$ cat config.mk
export PLATFORM = sky130hd
export DESIGN_NAME = imu_frame_tx
export DESIGN_NICKNAME = d
export VERILOG_FILES = /design/src/rtl/imu_frame_tx.sv
export SDC_FILE = /design/constraint.sdc
export NUM_CORES = 1
export LEC_CHECK = 0
export CAP_MARGIN = 10
export CORE_ASPECT_RATIO = 2
export CORE_MARGIN = 4
export CORE_UTILIZATION = 56
export CTS_BUF_LIST = sky130_fd_sc_hd__clkbuf_16
export DETAILED_ROUTE_END_ITERATION = 12
export PLACE_DENSITY = 0.8
export SYNTH_ARGS = -nofsm -noshare
export SYNTH_HDL_FRONTEND = slang
export SYNTH_SLANG_ARGS = --single-unit
$ cat constraint.sdc
create_clock -name clk -period 5.6 [get_ports clk]
set_input_delay 0.84 -clock clk [delete_from_list [all_inputs] [get_ports clk]]
set_output_delay 0.84 -clock clk [all_outputs]
set_load 0.03 [all_outputs]
$ cat src/rtl/imu_frame_tx.sv
// ============================================================================
//  Module      : imu_frame_tx
//  Description : Periodic IMU sample framer. Every SAMPLE_DIV clocks it
//                captures the three signed axes and sends a 9-byte frame
//                (sync, seq, ax, ay, az big-endian, check byte) on a
//                byte-wide valid/ready stream.
//                Optional macro IMU_FRAME_CRC8_EN: the check byte is a CRC-8
//                (poly 0x07, init 0x00) instead of the 8-bit additive sum.
//  Revision    : 1.0 - initial release
// ============================================================================
`default_nettype none

module imu_frame_tx #(
    parameter int         WIDTH      = 16,
    parameter int         SAMPLE_DIV = 1000,
    parameter logic [7:0] SYNC_BYTE  = 8'hA5
) (
    input  logic                    clk,
    input  logic                    rst_n,
    input  logic                    enable,
    input  logic signed [WIDTH-1:0] ax,
    input  logic signed [WIDTH-1:0] ay,
    input  logic signed [WIDTH-1:0] az,
    output logic                    out_valid,
    output logic [7:0]              out_data,
    input  logic                    out_ready,
    output logic                    frame_done,
    output logic [7:0]              overrun_cnt
);

    localparam int                 c_CNT_W     = (SAMPLE_DIV > 1) ? $clog2(SAMPLE_DIV) : 1;
    localparam logic [c_CNT_W-1:0] c_TICK_LAST = c_CNT_W'(SAMPLE_DIV - 1);
    localparam logic [3:0]         c_LAST_IDX  = 4'd8;

    typedef enum logic [0:0] {
        ST_IDLE = 1'b0,
        ST_SEND = 1'b1
    } state_t;

    state_t             r_state;
    state_t             w_state_nxt;
    logic [c_CNT_W-1:0] r_tick_cnt;
    logic               w_tick;
    logic [3:0]         r_idx;
    logic [3:0]         w_idx_nxt;
    logic               r_valid;
    logic               w_valid_nxt;
    logic               r_done;
    logic               w_done_nxt;
    logic [7:0]         r_seq;
    logic [7:0]         w_seq_nxt;
    logic               w_capture;
    logic               w_drop;
    logic               w_accept;
    logic [7:0]         r_overrun;
    logic [7:0]         r_frame [0:8];

    logic [15:0]        w_ax16;
    logic [15:0]        w_ay16;
    logic [15:0]        w_az16;
    logic [55:0]        w_msg;
    logic [7:0]         w_check;

    // Bytes 1..7 of the frame, most significant byte first.
    assign w_ax16 = 16'(ax);
    assign w_ay16 = 16'(ay);
    assign w_az16 = 16'(az);
    assign w_msg  = {r_seq, w_ax16, w_ay16, w_az16};

`ifdef IMU_FRAME_CRC8_EN
    // Bit-serial CRC-8, MSB first, poly x^8+x^2+x+1, zero init, no final XOR.
    function automatic logic [7:0] crc8(input logic [55:0] msg);
        logic [7:0] c;
        logic       fb;
        c = 8'h00;
        for (int i = 55; i >= 0; i--) begin
            fb = c[7] ^ msg[i];
            c  = {c[6:0], 1'b0} ^ (fb ? 8'h07 : 8'h00);
        end
        return c;
    endfunction

    assign w_check = crc8(w_msg);
`else
    // Modulo-256 sum of the seven payload bytes.
    function automatic logic [7:0] sum8(input logic [55:0] msg);
        logic [7:0] s;
        s = 8'h00;
        for (int i = 0; i < 7; i++) begin
            s = s + msg[i*8 +: 8];
        end
        return s;
    endfunction

    assign w_check = sum8(w_msg);
`endif

    // Sample tick: the last count of each SAMPLE_DIV period, only while enabled.
    assign w_tick   = enable && (r_tick_cnt == c_TICK_LAST);
    assign w_accept = r_valid && out_ready;

    // Free-running sample divider; held at zero while disabled.
    always_ff @(posedge clk) begin
        if (!rst_n) begin
            r_tick_cnt <= '0;
        end else if (!enable || (r_tick_cnt == c_TICK_LAST)) begin
            r_tick_cnt <= '0;
        end else begin
            r_tick_cnt <= r_tick_cnt + 1'b1;
        end
    end

    // Next-state and handshake decisions for the IDLE/SEND machine.
    always_comb begin
        w_state_nxt = r_state;
        w_idx_nxt   = r_idx;
        w_valid_nxt = r_valid;
        w_done_nxt  = 1'b0;
        w_seq_nxt   = r_seq;
        w_capture   = 1'b0;
        w_drop      = 1'b0;
        case (r_state)
            ST_IDLE: begin
                if (w_tick) begin
                    w_capture   = 1'b1;
                    w_state_nxt = ST_SEND;
                    w_idx_nxt   = 4'd0;
                    w_valid_nxt = 1'b1;
                end
            end
            ST_SEND: begin
                // A tick arriving while a frame is still draining is lost.
                w_drop = w_tick;
                if (w_accept) begin
                    if (r_idx == c_LAST_IDX) begin
                        w_valid_nxt = 1'b0;
                        w_done_nxt  = 1'b1;
                        w_seq_nxt   = r_seq + 8'd1;
                        w_state_nxt = ST_IDLE;
                    end else begin
                        w_idx_nxt = r_idx + 4'd1;
                    end
                end
            end
            default: begin
                w_state_nxt = ST_IDLE;
                w_valid_nxt = 1'b0;
            end
        endcase
    end

    // State, byte index, handshake flags and sequence number registers.
    always_ff @(posedge clk) begin
        if (!rst_n) begin
            r_state <= ST_IDLE;
            r_idx   <= 4'd0;
            r_valid <= 1'b0;
            r_done  <= 1'b0;
            r_seq   <= 8'd0;
        end else begin
            r_state <= w_state_nxt;
            r_idx   <= w_idx_nxt;
            r_valid <= w_valid_nxt;
            r_done  <= w_done_nxt;
            r_seq   <= w_seq_nxt;
        end
    end

    // Frame capture on the accepted tick; contents frozen until the next one.
    always_ff @(posedge clk) begin
        if (!rst_n) begin
            for (int i = 0; i < 9; i++) begin
                r_frame[i] <= 8'h00;
            end
        end else if (w_capture) begin
            r_frame[0] <= SYNC_BYTE;
            r_frame[1] <= r_seq;
            r_frame[2] <= w_ax16[15:8];
            r_frame[3] <= w_ax16[7:0];
            r_frame[4] <= w_ay16[15:8];
            r_frame[5] <= w_ay16[7:0];
            r_frame[6] <= w_az16[15:8];
            r_frame[7] <= w_az16[7:0];
            r_frame[8] <= w_check;
        end
    end

    // Saturating count of ticks dropped while a frame was in flight.
    always_ff @(posedge clk) begin
        if (!rst_n) begin
            r_overrun <= 8'd0;
        end else if (w_drop && (r_overrun != 8'hFF)) begin
            r_overrun <= r_overrun + 8'd1;
        end
    end

    // The index stays on the last presented byte after a frame, so out_data
    // holds its final value while idle; reset clears the frame to zero.
    assign out_data    = r_frame[r_idx];
    assign out_valid   = r_valid;
    assign frame_done  = r_done;
    assign overrun_cnt = r_overrun;

endmodule

`default_nettype wire
# Yosys cells after proc, flatten, opt, wreduce, memory -nomap -nowiden
# Memories as Yosys holds them, arrays and structs flattened. A register that Yosys moved wholly into a read port is not among the register bits.
# Cells that the tools add are included.
[op_classes] add_sub_neg=10 n_eq_ne=7 mux=30 n_bitwise=11 reduce_logical=10
[ops] operator="$mux W8" count=9
[ops] operator="$add A8 B8 Y8" count=6
[ops] operator="$mux W4" count=5
[ops] operator="$add A8 B1 Y8 const B" count=2
[ops] operator="$mux W1" count=13
[ops] operator="$reduce_and A3 Y1" count=4
[ops] operator="$add A10 B1 Y10 const B" count=1
[ops] operator="$eq A10 B10 Y1 const B" count=1
[ops] operator="$or A1 B1 Y1" count=9
[ops] operator="$ne A8 B8 Y1 const B" count=1
[ops] operator="$pmux W4 S2" count=1
[ops] operator="$add A4 B1 Y4 const B" count=1
[ops] operator="$eq A4 B4 Y1 const B" count=1
[ops] operator="$ne A2 B1 Y1 const B" count=2
[ops] operator="$ne A2 B2 Y1 const B" count=2
[ops] operator="$pmux W1 S2" count=2
[ops] operator="$logic_and A1 B1 Y1" count=3
[ops] operator="$not A1 Y1" count=2
[ops] operator="$reduce_or A2 Y1" count=1
[ops] operator="$logic_not A1 Y1" count=1
[ops] operator="$logic_or A1 B1 Y1" count=1
[totals] reg_bits=33 ram_bits=72 input_bits=52 n_memories=1
[mem_list] name="r_frame" depth=9 width=8 read_ports=1 rd_clocked_by_memory_dff=1 write_ports=9 line="56" text="logic [7:0] r_frame [0:8];"

# Logic depth before layout (Yosys ltp)
# Gate-level depths: netlist of run 1.
[logic_depth] depth_word=8 depth_mapped=14 depth_no_buf=14

# Least setup slack after synthesis of run 1
# No wires, ideal clock.
[synth_path] path_type="input -> register" start="input ax[2]" end="memory r_frame[8][6] (data pin)" t_arrival_ns=4.064 required_time_ns=5.346 setup_slack_ns=1.281 path_stages=14 n_path_buf=0 path_cell_list="inv_1 > fa_1 > inv_1 > fa_1 > fa_1 > inv_1 > fa_1 > inv_1 > ha_1 > a21o_1 > a21oi_1 > o21ai_0 > xnor2_1 > nor2_1"
[synth_rtl] item="start, declared" line="21" text="input logic signed [WIDTH-1:0] ax,"
[synth_rtl] item="end, declared" line="56"

==> flow_summary.yaml, run 1 <==
status:
  status: "complete, no violations"
drt:
  viasPerCell: 5.30
  met2WireLength_um: 6690
  drcViolationCount: 0
  wl_met1_um: 4050
  num_vias: 3745
  wl_per_cell_um: 16.4
  wl_met3_um: 398
  antenna_left: 0
  top_layer: "met4"
  firstDrtPassIters: 4
  drt-initial-drc-count: 174
  wirelength_um: 11600
synth:
  syn-instance-count: 505
  synth_edf_count: 65
  ys_ff_latch: 102
  yosysSeqAreaShare_pct: 48.3
  ys.flop_type: "edfxtp_1"
  avgSynthCellArea_um2: 11.0
  yosysUniqueCellTypes: 38
  synth_top_area_share_pct: 35.0
  syn_area_um2: 5570
  ys_warn_count: 0
  synth_top_area_cell: "edfxtp_1"
  async_flop_share_pct: 0
  mappedNetlistNets: 603
  synth_area_leaders: "edfxtp_1, dfxtp_1, fa_1"
critical_path:
  end_kind: "flip-flop"
  slowest_stage: "fa_1"
  required_ns: 5.68
  critical_path.top_delay_family: "adder cells"
  slowest_delay_ns: 0.56
  arrival_ns: 4.74
  crit_chain: "clkdlybuf4s50_1, inv_1, fa_1, inv_1, fa_1, fa_1, inv_1, fa_1, inv_1, ha_1, a21o_1, a21oi_1, o21ai_0, xnor2_1, nor2_1"
  crit_path_max_fanout: 2
  startpoint_type: "primary input"
  path_class: "primary input to flip-flop"
  cp.buffers_inverters: 5
clock_network:
  cts_inserted_buffers: 9
  h-tree-depth: 3
  numClockSinks: 102
  clk-insertion-delay-late_ns: 0.34
  cts_setup_buffers: 0
  cts_max_path_buffers: 2
  cts_resized: 0
  cts_tree: "yes"
  ctsHoldBuffers: 0
  cts.clk_slew.worst_paths_ns: 0.07
  root_buffer: "clkbuf_16"
floorplanning:
  top_level_ports: 70
  initial_core_util_pct: 57.1
  rows: 51
  core_um2: 9760
  die_area_um2: 11700
  dieWidth_um: 78.5
  chipHeight_um: 149
timing:
  maxSlewHeadroom_pct: 28.1
  rsz0062_at_grt: "no"
  period_needed_ns: 4.65
  worst_pin_slew_ns: 1.08
  fmaxAchievable_mhz: 215
  setup_viol: 0
  setup_tns_ns: 0
  fin_skew_ns: 0.0112
  setup_ws_ns: 0.948
  period_share_pct: 83.1
  hold_viol: 0
  slew_violations: 0
layout:
  area_growth_pct: 19.4
  final_cell_mix: "inv_1, nor2_1, clkdlybuf4s50_1"
  drive_gt1_share_pct: 7.49
  antenna-diode-count: 0
  final_net_count: 667
  final_common_cell: "inv_1"
grt:
  grt_max_degree: 43
  grt_pass1_vias: 4133
  overflow: 0
  antenna_found_initial: 0
  track_usage_pct: 21.2
  grt_pass1_wl_um: 18800
placed_design:
  dp_hpwl_um: 8680
  io_buffers: 69
  gp_congestion: 0.816
  pre_cts_ws_ns: 0.603
pwr:
  p_leak_nw: 2.73
  cellPowerDensity_nw_per_um2: 289
  irDropWorstVdd_mv: 0.191
worst_hold_path:
  worstHoldPathType: "flip-flop to flip-flop"
run:
  maxCapViolations: 0
[synthesized netlist by cell type, types with 2 or more instances]
cell type  count
xnor2_1       25
a21oi_1       12
ha_1          14
o21ai_1        5
buf_2          8
nor3_1         7
xor2_1        11
and3_1        32
a22oi_1        3
edfxtp_1      65
nand2b_1       2
nand2_1       24
a21o_1         2
clkbuf_1      10
mux2_2         8
fa_1          32
nand4_1        8
nor2b_1        9
nand3_1       13
a221oi_1       4
inv_1         72
and2_1         2
nor2_1        69
nand3b_1       2
nor4_2         3
dfxtp_1       37
mux4_2         8
o21ai_0        4
o31ai_1        5
[logic make-up (layout without fill, tap and decap cells)]
kind of cell / count (synthesis) / count (layout) / share of synthesized area, %
mux: 16 / 16 / 4.85
buf+inv: 93 / 162 / 6.51
compound gates: 38 / 38 / 4.29
simple gates: 173 / 173 / 15.3
xor+xnor: 37 / 37 / 6.06
flops: 102 / 102 / 48.3
fa+ha+maj: 46 / 46 / 14.6
[layer usage]
metal	global-route usage [%]	vias to the layer above
li1	-	1809
met3	3.57	35
met1	21.2	1820
met2	40.3	81
met5	0	-
met4	11.4	0
[sequential cells by signal, indices dropped and copies added (netlist names), named ones only]
register / count
r_frame: 65
r_tick_cnt: 10
overrun_cnt: 8
r_seq: 8
r_idx: 4
frame_done: 1
out_valid: 1
r_state: 1
[cell type report]
cell class,instances,area (um2)
Fill cell,728,3110
Sequential cell,102,2690
Multi-Input combinational cell,310,2520
Timing Repair Buffer,73,721
Inverter,73,274
Clock buffer,9,225
Tap cell,132,165
Clock inverter,7,53.8
[metrics by stage]
step	std cells	utilization [%]	area, um2	power, mW	hold WS, ns
6_report	706	68.1	6650	1.92	0.478
5_1_grt	706	68.1	6650	2.03	0.500
4_1_cts	706	68.1	6650	1.94	0.483
3_5_place_dp	690	65.3	6370	1.35	0.466
3_3_place_gp	690	65.3	6370	1.32	0.461
2_1_floorplan	505	-	5570	1.21	0.453
[worst paths after layout]
check | from | end | slack, ns | depth (start not counted)
hold reg to reg | out_valid | out_valid | 0.48 | 2
setup / recovery | ax[2] | r_frame[8][6] | 0.95 | 15
hold / removal | out_valid | out_valid | 0.48 | 2
setup reg to reg | r_tick_cnt[0] | r_frame[8][3] | 2.28 | 6
[tightest hold or removal path, cell delays in order, from the launching register on]
cell and delay, ns:
dfxtp_1 0.33, nand2_1 0.06, nand2_1 0.05
[power by group]
part           leakage [nW]  switching [mW]  internal, mW
combinational          1.62           0.266         0.247
clock                 0.142           0.281         0.307
sequential            0.966         0.00573         0.813
(Power assumes the default switching activity.)
==> run 2: changes to the inputs <==
==> constraint.sdc (replaced) <==
create_clock -name clk -period 4.69 [get_ports clk]
set_input_delay 0.7035 -clock clk [delete_from_list [all_inputs] [get_ports clk]]
set_output_delay 0.7035 -clock clk [all_outputs]
set_load 0.03 [all_outputs]
==> run 2 against run 1 <==
  * Final area grew 0.87%
  * Clock skew down 0.0030 ns
  * Critical path depth did not move
  * Via count increased by 2.0%
  * Wire length increased by 1.8%
  * Hold slack improved by 0.0062 ns
  * Critical endpoint is now r_frame[8][7]
  * Highest routed layer unchanged
==> flow_summary.yaml, run 2 (synthesis results as in run 1) <==
drt:
  num_vias: 3821
  wl_per_cell_um: 16.6
  drt-initial-drc-count: 261
  wirelength_um: 11800
  drcViolationCount: 0
  firstDrtPassIters: 4
  antenna_left: 0
  viasPerCell: 5.37
floorplanning:
  top_level_ports: 70
  chipHeight_um: 149
  dieWidth_um: 78.5
  initial_core_util_pct: 57.1
  rows: 51
  core_um2: 9760
  die_area_um2: 11700
layout:
  area_growth_pct: 20.4
  antenna-diode-count: 0
  top_regs: "r_frame (65), r_tick_cnt (10)"
  nFillCells: 713
  final_cell_mix: "inv_1, nor2_1, clkdlybuf4s50_1"
  largest_reg_flops: 65
  final_net_count: 672
  top_register: "r_frame"
  final_common_cell: "inv_1"
  drive_gt1_share_pct: 8.46
grt:
  grt_pass1_vias: 4159
  track_usage_pct: 22.0
  grt_max_degree: 68
  grt_pass1_wl_um: 19600
  antenna_found_initial: 0
  overflow: 0
critical_path:
  end_kind: "flip-flop"
  required_ns: 4.77
  startpoint_type: "primary input"
  crit_path_max_fanout: 2
  path_class: "primary input to flip-flop"
  arrival_ns: 4.58
timing:
  period_share_pct: 95.9
  period_needed_ns: 4.50
  setup_ws_ns: 0.194
  setup_tns_ns: 0
  fmaxAchievable_mhz: 222
  fin_skew_ns: 0.00822
  hold_viol: 0
  rsz0062_at_grt: "no"
  slew_violations: 0
  maxSlewHeadroom_pct: 28.4
  whs_ns: 0.484
  worst_pin_slew_ns: 1.07
  setup_viol: 0
pwr:
  cellPowerDensity_nw_per_um2: 352
  totalPowerFinal_mw: 2.36
  irDropWorstVdd_mv: 0.334
  p_leak_nw: 2.76
  power_frac_comb_pct: 27.1
  pwr-share-seq_pct: 41.4
  pwr-share-clk_pct: 31.6
  p_int_mw: 1.70
  switchingPower_mw: 0.665
  sw_frac_of_total_pct: 28.1
clock_network:
  cts_inserted_buffers: 9
  clk-insertion-delay-late_ns: 0.34
  cts_max_path_buffers: 2
  h-tree-depth: 3
  root_buffer: "clkbuf_16"
  numClockSinks: 102
  cts_setup_buffers: 0
  cts.clk_slew.worst_paths_ns: 0.07
  cts_tree: "yes"
placed_design:
  io_buffers: 69
  gp_congestion: 0.867
  dp_hpwl_um: 8680
  pre_cts_ws_ns: -0.122
run:
  maxCapViolations: 0
worst_hold_path:
  worstHoldPathType: "flip-flop to flip-flop"
status:
  status: "complete, no violations"
[run 2: cell count changes in the layout (fill, tap and decap cells not counted), sizes merged]
| cell | before | now |
|---|---|---|
| bufinv | 0 | 1 |
| clkinvlp | 0 | 1 |
| buf | 4 | 9 |
| clkinv | 3 | 1 |
[run 2: area by class of cell]
class / instances / area (um2) / area share [%]
clock buffers: 9 / 225 / 3.36
clock inverters: 7 / 70.1 / 1.04
inverters: 73 / 274 / 4.08
multi-input cells: 310 / 2520 / 37.6
flip-flops and latches: 102 / 2690 / 40.1
well taps: 132 / 165 / 2.46
repair buffers: 78 / 758 / 11.3
[run 2: critical path: stages]
cell             delay [ns]
clkdlybuf4s50_1        0.45
inv_1                  0.06
fa_1                   0.55
inv_1                  0.06
fa_1                   0.53
inv_1                  0.06
fa_1                   0.49
fa_1                   0.51
inv_1                  0.05
ha_1                   0.29
nor2b_1                0.15
o31ai_1                0.31
a21oi_1                0.13
xnor2_1                0.17
nor2_1                 0.06
[run 2: power groups by stage]
stage	clock network (mW)	logic [mW]	registers, mW
3_5_place_dp	0	0.631	0.999
2_1_floorplan	0	0.445	0.997
4_1_cts	0.757	0.641	0.978
5_1_grt	0.793	0.724	0.980
3_3_place_gp	0	0.607	0.997
6_report	0.747	0.640	0.978
[run 2: through the flow]
step / util (%) / cells / cell area (um2)
after floorplan: - / 505 / 5570
after global placement: 65.7 / 695 / 6410
after detailed placement: 65.7 / 695 / 6410
after CTS: 68.7 / 711 / 6710
after global routing: 68.7 / 711 / 6710
final: 68.7 / 711 / 6710
[run 2: final timing paths]
check | startpoint | endpoint | slack (ns) | cells past startpoint
setup reg to reg | r_tick_cnt[0] | r_frame[8][6] | 1.70 | 6
setup / recovery | ax[3] | r_frame[8][7] | 0.19 | 15
hold reg to reg | out_valid | out_valid | 0.48 | 2
hold / removal | out_valid | out_valid | 0.48 | 2
[run 2: metal layers]
layer,share of wire [%],GRT usage (%)
met1,35,22.9
met4,4.6,11.8
met5,0,0
met2,58,41.5
met3,3.0,3.08
[run 2: repair_timing]
item / 4_1_cts / 5_1_grt
hold buffers: 0 / 0
endpoints found under the setup margin: 0 / 1
resized for setup: 0 / 1
==> run 3: changes to the inputs <==
--- a/config.mk
+++ b/config.mk
@@ -12,6 +12,7 @@
 export CTS_BUF_LIST = sky130_fd_sc_hd__clkbuf_16
 export DETAILED_ROUTE_END_ITERATION = 12
 export PLACE_DENSITY = 0.8
+export SLEW_MARGIN = 40
 export SYNTH_ARGS = -nofsm -noshare
 export SYNTH_HDL_FRONTEND = slang
 export SYNTH_SLANG_ARGS = --single-unit
==> constraint.sdc (replaced) <==
create_clock -name clk -period 4.69 [get_ports clk]
set_input_delay 0.7035 -clock clk [delete_from_list [all_inputs] [get_ports clk]]
set_output_delay 0.7035 -clock clk [all_outputs]
set_load 0.05 [all_outputs]
==> run 3 against run 2 <==
  * Die area unchanged
  * Final cell count up 0.42%
  * Clock skew decreased by 0.0013 ns
  * Non-clock buffer count up 3
  * Fmax decreased by 0.82%
  * Final area is 0.35% higher
  * Total power about the same
  * Via count shrank 0.92%
  * Critical path type unchanged
  * Largest cell class unchanged
  * Highest routed layer unchanged
==> flow_summary.yaml, run 3 (synthesis results as in run 1) <==
timing:
  period_needed_ns: 4.53
  setup_viol: 0
  worst_pin_slew_ns: 0.674
  maxSlewHeadroom_pct: 54.7
  period_share_pct: 96.6
  slew_violations: 0
  fmaxAchievable_mhz: 221
  whs_ns: 0.490
  rsz0062_at_grt: "no"
  hold_viol: 0
  fin_skew_ns: 0.00697
critical_path:
  end_kind: "flip-flop"
  arrival_ns: 4.62
  startpoint_type: "primary input"
  r2r_slack_ns: 1.91
  path_class: "primary input to flip-flop"
  required_ns: 4.78
  reg2reg_from: "r_tick_cnt[0]"
  crit_path_max_fanout: 2
  worstSetupStartpoint: "ax[3]"
floorplanning:
  chipHeight_um: 149
  die_area_um2: 11700
  core_um2: 9760
  initial_core_util_pct: 57.1
  top_level_ports: 70
  rows: 51
  dieWidth_um: 78.5
grt:
  grtUsageMet3_pct: 3.26
  overflow: 0
  gr-usage-met1_pct: 22.4
  grt_pass1_wl_um: 19100
  top_usage_layer: "met2"
  track_usage_pct: 21.5
  antenna_found_initial: 0
  met2_usage_pct: 41.0
  grt_max_degree: 68
  grt_pass1_vias: 4079
pwr:
  power_frac_comb_pct: 27.4
  totalPowerFinal_mw: 2.36
  pwr-share-clk_pct: 31.2
  pwr-share-seq_pct: 41.4
  cellPowerDensity_nw_per_um2: 351
  sw_frac_of_total_pct: 28.8
  p_leak_nw: 2.77
  switchingPower_mw: 0.680
  p_int_mw: 1.68
  irDropWorstVdd_mv: 0.247
placed_design:
  gp_congestion: 0.865
  dp_hpwl_um: 8670
  dp.cells: 698
  io_buffers: 69
run:
  maxCapViolations: 0
drt:
  drcViolationCount: 0
  viasPerCell: 5.30
  wirelength_um: 11700
  firstDrtPassIters: 5
  antenna_left: 0
  num_vias: 3786
  wl_per_cell_um: 16.4
  drt-initial-drc-count: 163
layout:
  regArea_um2: 2690
  final_common_cell: "inv_1"
  top_regs: "r_frame (65), r_tick_cnt (10)"
  antenna-diode-count: 0
  final_cell_mix: "inv_1, nor2_1, clkdlybuf4s50_1"
  largest_reg_flops: 65
  area_growth_pct: 20.8
  nFillCells: 706
  drive_gt1_share_pct: 9.28
  final_cells: 714
  finish.utilization_pct: 69.0
  top_register: "r_frame"
  final_net_count: 675
  multi_input_area_um2: 2520
clock_network:
  numClockSinks: 102
  h-tree-depth: 3
  cts_setup_buffers: 0
  cts.clk_slew.worst_paths_ns: 0.07
  cts_tree: "yes"
  root_buffer: "clkbuf_16"
  cts_inserted_buffers: 9
  clk-insertion-delay-late_ns: 0.35
  cts_resized: 0
  cts_max_path_buffers: 2
  ctsHoldBuffers: 0
status:
  status: "complete, no violations"
worst_hold_path:
  worstHoldPathType: "flip-flop to flip-flop"
  worstHoldStart: "out_valid"
[run 3: path summary, 6_finish.rpt]
path,endpoint,cells after the start
setup reg to reg,r_frame[6][3],6
setup / recovery,r_frame[8][7],15
hold / removal,out_valid,2
hold reg to reg,out_valid,2
[run 3: through the flow]
step | instance area, um2 | TNS, ns | worst slack [ns]
detailed placement | 6430 | -0.296 | -0.101
floorplan | 5570 | 0 | 0.508
global placement | 6430 | -0.157 | -0.0573
CTS | 6730 | 0 | 0.176
finish | 6730 | 0 | 0.157
global route | 6730 | 0 | 0.00718
[run 3: power groups by stage]
stage          Clock [mW]  Sequential, mW  Combinational, mW
2_1_floorplan           0           0.997              0.446
3_3_place_gp            0           0.997              0.608
3_5_place_dp            0           0.999              0.626
4_1_cts             0.750           0.978              0.648
5_1_grt             0.787           0.979              0.723
6_report            0.738           0.978              0.647
[run 3: per-layer routing]
| layer | wire (um) | vias up |
|---|---|---|
| li1 | - | 1832 |
| met4 | 401 | 0 |
| met3 | 388 | 29 |
| met2 | 6850 | 93 |
| met5 | 0 | - |
| met1 | 4110 | 1832 |
[run 3: cell type report]
class,instances,share of cell area (%)
Multi-Input combinational cell,310,37.5
Timing Repair Buffer,81,11.6
Tap cell,132,2.45
Inverter,73,4.07
Clock inverter,6,0.706
Clock buffer,10,3.72
Sequential cell,102,40.0
[run 3: critical path, stage by stage]
cell             delay (ns)
clkdlybuf4s50_1        0.45
inv_1                  0.06
fa_1                   0.53
inv_1                  0.06
fa_1                   0.53
inv_1                  0.05
fa_1                   0.50
fa_1                   0.52
inv_1                  0.04
ha_1                   0.30
nor2b_2                0.17
o31ai_1                0.29
a21oi_1                0.17
xnor2_1                0.18
nor2_1                 0.05
